### config.mk
export PLATFORM = sky130hd
export DESIGN_NAME = reg_file_dump
export DESIGN_NICKNAME = d
export VERILOG_FILES = /design/src/rtl/reg_file_dump.sv
export SDC_FILE = /design/constraint.sdc
export NUM_CORES = 1
export LEC_CHECK = 0
export BUFFER_PORTS_ARGS = -buffer_cell sky130_fd_sc_hd__buf_2
export CORE_MARGIN = 2
export CORE_UTILIZATION = 48
export CTS_BUF_LIST = sky130_fd_sc_hd__clkbuf_8 sky130_fd_sc_hd__clkbuf_16
export DETAILED_ROUTE_END_ITERATION = 7
export PLACE_DENSITY = 0.79
export REMOVE_ABC_BUFFERS = 1
export SLEW_MARGIN = 20
export SYNTH_ARGS = -nofsm -noshare
export SYNTH_HDL_FRONTEND = slang
export SYNTH_SLANG_ARGS = --single-unit
### constraint.sdc
create_clock -name clk -period 1.81 [get_ports clk]
set_input_delay 0.181 -clock clk [delete_from_list [all_inputs] [get_ports clk]]
set_output_delay 0.181 -clock clk [all_outputs]
set_load 0.005 [all_outputs]
### src/rtl/reg_file_dump.sv
// ============================================================================
// Module   : reg_file_dump
// Function : Debug read-out engine; stalls the CPU, walks a wrapping range of
//            register-file addresses and streams each value over valid/ready.
// Revision : 1.0 - initial release
// ============================================================================
`default_nettype none

module reg_file_dump #(
  parameter int DATA_W = 16,
  parameter int ADDR_W = 4
) (
  input  logic              clk,
  input  logic              rst,
  input  logic              start,
  input  logic [ADDR_W-1:0] first_reg,
  input  logic [ADDR_W-1:0] last_reg,
  output logic [ADDR_W-1:0] rf_rd_addr,
  input  logic [DATA_W-1:0] rf_rd_data,
  output logic              cpu_stall,
  output logic              out_valid,
  input  logic              out_ready,
  output logic [DATA_W-1:0] out_data,
  output logic [ADDR_W-1:0] out_index,
  output logic              out_last,
  output logic              busy,
  output logic              done
);

  typedef enum logic [2:0] {
    ST_IDLE = 3'd0,
    ST_HALT = 3'd1,
    ST_READ = 3'd2,
    ST_SEND = 3'd3,
    ST_DONE = 3'd4
  } state_t;

  state_t              state_q, state_d;
  logic [ADDR_W-1:0]   ptr_q, ptr_d;
  logic [ADDR_W-1:0]   end_reg_q, end_reg_d;
  logic [DATA_W-1:0]   out_data_q, out_data_d;
  logic [ADDR_W-1:0]   out_index_q, out_index_d;
  logic                out_last_q, out_last_d;

  always_ff @(posedge clk or posedge rst) begin
    if (rst) begin
      state_q     <= ST_IDLE;
      ptr_q       <= '0;
      end_reg_q   <= '0;
      out_data_q  <= '0;
      out_index_q <= '0;
      out_last_q  <= 1'b0;
    end else begin
      state_q     <= state_d;
      ptr_q       <= ptr_d;
      end_reg_q   <= end_reg_d;
      out_data_q  <= out_data_d;
      out_index_q <= out_index_d;
      out_last_q  <= out_last_d;
    end
  end

  always_comb begin
    state_d     = state_q;
    ptr_d       = ptr_q;
    end_reg_d   = end_reg_q;
    out_data_d  = out_data_q;
    out_index_d = out_index_q;
    out_last_d  = out_last_q;
    case (state_q)
      ST_IDLE: begin
        if (start) begin
          ptr_d     = first_reg;
          end_reg_d = last_reg;
          state_d   = ST_HALT;
        end
      end
      ST_HALT: state_d = ST_READ;
      ST_READ: begin
        out_data_d  = rf_rd_data;
        out_index_d = ptr_q;
        out_last_d  = (ptr_q == end_reg_q);
        state_d     = ST_SEND;
      end
      ST_SEND: begin
        if (out_ready) begin
          if (out_last_q) begin
            state_d = ST_DONE;
          end else begin
            // Natural overflow of the pointer gives the mod-16 wrap.
            ptr_d   = ptr_q + ADDR_W'(1);
            state_d = ST_READ;
          end
        end
      end
      ST_DONE: begin
        // Clear the stream registers so every output is low back in IDLE.
        ptr_d       = '0;
        out_data_d  = '0;
        out_index_d = '0;
        out_last_d  = 1'b0;
        state_d     = ST_IDLE;
      end
      default: state_d = ST_IDLE;
    endcase
  end

  assign rf_rd_addr = ptr_q;
  assign busy       = (state_q != ST_IDLE);
  assign cpu_stall  = busy;
  assign out_valid  = (state_q == ST_SEND);
  assign done       = (state_q == ST_DONE);
  assign out_data   = out_data_q;
  assign out_index  = out_index_q;
  assign out_last   = out_last_q;

endmodule

`default_nettype wire

==> insert_results.sql <==
INSERT INTO impl_metrics (metric_group, metric, value, unit) VALUES
('detailed_routing', 'route.vias.total', '1162', ''),
('placement', 'weighted_congestion_at_the_end_of_routability_driven_global_placement', '0.769', ''),
('status', 'outcome', 'finished, final reports clean', ''),
('global_routing', 'grt_overflow', '0', ''),
('detailed_routing', 'detail_route.wl_per_cell', '15.2', 'µm'),
('floorplan', 'core.rowCount', '20', ''),
('layout', 'top_library_cells_by_usage_in_the_layout_fill_and_taps_aside', 'sky130_fd_sc_hd__buf_2 (56), sky130_fd_sc_hd__dfrtp_1 (32), sky130_fd_sc_hd__a22o_1 (20), sky130_fd_sc_hd__a21oi_1 (10), sky130_fd_sc_hd__buf_4 (7)', ''),
('placement', 'dpl_cell_area', '1800', 'µm²'),
('global_routing', 'grt_use_total', '20.6', '%'),
('layout', 'fin_cells', '211', ''),
('placement', 'hpwlAfterDp', '2.30', 'mm'),
('placement', 'port_buffer_count', '56', ''),
('logic_synthesis', 'muxShareOfSynthArea', '4.77', '%'),
('clocking', 'clock_network_latency_to_the_later_pin_of_the_worst_skew_pair', '0.28', 'ns'),
('clocking', 'clock-sinks', '32', ''),
('sta', 'min_period', '1.69', 'ns'),
('layout', 'diodes', '0', ''),
('floorplan', 'floorplan.die.height', '59.3', 'µm'),
('logic_synthesis', 'synth.cell_area', '1470', 'µm²'),
('logic_synthesis', 'xor_xnor_fraction_of_synth_area', '2.39', '%'),
('logic_synthesis', 'synth_cell_type_count', '31', ''),
('clocking', 'cts_setup_buffers', '0', ''),
('sta', 'timing.final.setup_violations', '0', ''),
('power_and_ir_drop', 'p_int', '2.15', 'mW'),
('power_and_ir_drop', 'comb_power_share', '46.3', '%'),
('floorplan', 'design.die.area', '3520', 'µm²'),
('sta', 'timing.clock.skew', '0.00432', 'ns'),
('detailed_routing', 'detail_route.iter0.violations', '28', ''),
('layout', 'area.growth.synth_to_final', '28.6', '%'),
('power_and_ir_drop', 'pwr_density_cell', '1830', 'nW/µm²'),
('detailed_routing', 'number_of_detailed_routing_iterations_run_before_antenna_repair', '4', ''),
('sta', 'worst-slew-pin-transition', '0.770', 'ns'),
('sta', 'timing.fmax', '591', 'MHz'),
('clocking', 'cts_inserted_buffers', '5', ''),
('sta', 'final.period_utilization', '93.5', '%'),
('worst_setup_path', 'end_kind', 'output pin', ''),
('min_path', 'hold_crit_path_type', 'input port to flip-flop', ''),
('layout', 'stdcell_area', '1890', 'µm²'),
('logic_synthesis', 'synth.yosys.warnings', '0', ''),
('logic_synthesis', 'synth_top_cell_area_share', '54.6', '%'),
('floorplan', 'top_level_ports', '57', ''),
('global_routing', 'gr-max-usage-layer', 'met2', ''),
('logic_synthesis', 'yosys.area_share.simple', '12.2', '%'),
('logic_synthesis', 'yosysTopAreaCell', 'sky130_fd_sc_hd__dfrtp_1', ''),
('clocking', 'clk_path_buf_depth', '2', ''),
('sta', 'timing_max_transition_violations_final', '0', ''),
('power_and_ir_drop', 'total_leakage_power', '0.979', 'nW'),
('logic_synthesis', 'seq_area_frac_synth', '54.6', '%'),
('clocking', 'cts_root_buffer', 'sky130_fd_sc_hd__clkbuf_8', ''),
('worst_setup_path', 'critPathRequiredTime', '1.63', 'ns'),
('global_routing', 'first_global_vias', '1158', ''),
('worst_setup_path', 'crit_fanout', '7', ''),
('layout', 'finalCoreUtilization', '63.4', '%'),
('sta', 'max-slew-margin-rel', '48.6', '%'),
('global_routing', 'global_route_wire_length_before_repair', '5.35', 'mm'),
('detailed_routing', 'vias_per_cell', '5.51', ''),
('sta', 'final_critical_path_setup_slack', '0.117', 'ns'),
('floorplan', 'starting_utilization_of_the_core_area', '49.3', '%'),
('clocking', 'clkTransAtPathRegs', '0.06', 'ns'),
('power_and_ir_drop', 'net_sw_share', '37.5', '%'),
('detailed_routing', 'count_of_unresolved_drc_violations_after_routing', '0', ''),
('global_routing', 'grt_max_degree', '21', ''),
('logic_synthesis', 'synth_top_family_by_area', 'compound AO/OA/AOI/OAI gates', ''),
('global_routing', 'grt_use_met2', '33.8', '%'),
('logic_synthesis', 'top_post_synthesis_cells_by_area', 'sky130_fd_sc_hd__dfrtp_1 (55%), sky130_fd_sc_hd__a22o_1 (12%), sky130_fd_sc_hd__mux2_4 (4.1%)', ''),
('global_routing', 'antenna_found_initial', '0', ''),
('sta', 'finalHoldViolCount', '0', ''),
('run', 'drv.max_cap_violation_count', '0', ''),
('sta', 'setup_repair_after_global_routing_missed_its_margin', 'false', ''),
('layout', 'fin_nets', '207', ''),
('clocking', 'cts_max_level', '2', '');
path summary, 6_finish.rpt:
check | startpoint | to | cells past startpoint
setup reg to reg | state_q[0]$_DFFE_PP0P_ | end_reg_q[0]$_DFFE_PP0P_ | 4
min in group asynchronous | rst | out_data[5]$_DFFE_PP0P_ | 3
setup / recovery | state_q[0]$_DFFE_PP0P_ | cpu_stall | 3
hold / removal | rf_rd_data[10] | out_data[10]$_DFFE_PP0P_ | 2
max in group asynchronous | rst | end_reg_q[2]$_DFFE_PP0P_ | 4
hold reg to reg | out_data[10]$_DFFE_PP0P_ | out_data[10]$_DFFE_PP0P_ | 1
critical path, cell delays in order, from the launching register on:
cell and delay (ns):
sky130_fd_sc_hd__dfrtp_1 0.48, sky130_fd_sc_hd__buf_4 0.19, sky130_fd_sc_hd__or3_4 0.42, sky130_fd_sc_hd__buf_2 0.14
cell families after synthesis:
family / Yosys count
fa+ha+maj: 1
buf+inv: 12
xor+xnor: 4
simple gates: 25
flops: 32
compound gates: 35
mux: 5
cell usage after synthesis (all sizes together):
cell and n:
xnor2 1, nand4b 2, nor3b 2, dfrtp 32
or2 1, nor3 3, nor2 8, a22oi 1
o21bai 1, inv 4, nand2b 2, nand3 2
buf 8, mux2 4, ha 1, a22o 20
o32ai 1, mux2i 1, or3 2, nand3b 1
o221ai 1, a41oi 1, nand2 2, a21oi 10
xor2 3
through the flow:
step	power [mW]	setup TNS, ns	hold slack [ns]
final	3.45	0	0.129
after CTS	3.47	0	0.122
after detailed placement	2.94	-1.62	0.265
after global placement	2.86	0	0.263
after global routing	3.73	0	0.123
after floorplan	2.31	-20.08	0.297
timing repair:
action	CTS	global route
endpoints found under the hold margin	14	0
resized for setup	1	0
setup endpoints to repair	20	0
hold buffers	1	0
flip-flops by register name (all words and copies together), names as in the netlist:
register    flops
state_q         3
out_data       16
out_last        1
end_reg_q       4
rf_rd_addr      4
out_index       4
power groups by stage:
stage	combinational, mW	sequential (mW)	clock (mW)
5_1_grt	1.79	1.40	0.544
2_1_floorplan	0.933	1.38	0
4_1_cts	1.61	1.35	0.513
3_5_place_dp	1.58	1.36	0
6_report	1.60	1.36	0.493
3_3_place_gp	1.51	1.35	0
metal layers:
layer / routed length, µm / part of all wire (%)
met1: 1340 / 42
met2: 1570 / 49
met3: 265 / 8.3
met4: 34 / 1.1
met5: 0 / 0
final cells by class:
class | instances | area [µm²] | area share [%]
repair buffers | 65 | 363 | 19.2
flip-flops and latches | 32 | 801 | 42.4
clock buffers | 5 | 68.8 | 3.65
well taps | 33 | 41.3 | 2.19
multi-input cells | 70 | 589 | 31.2
clock inverters | 2 | 8.76 | 0.464
inverters | 4 | 15.0 | 0.796
Power figures use the tool's default switching activity.
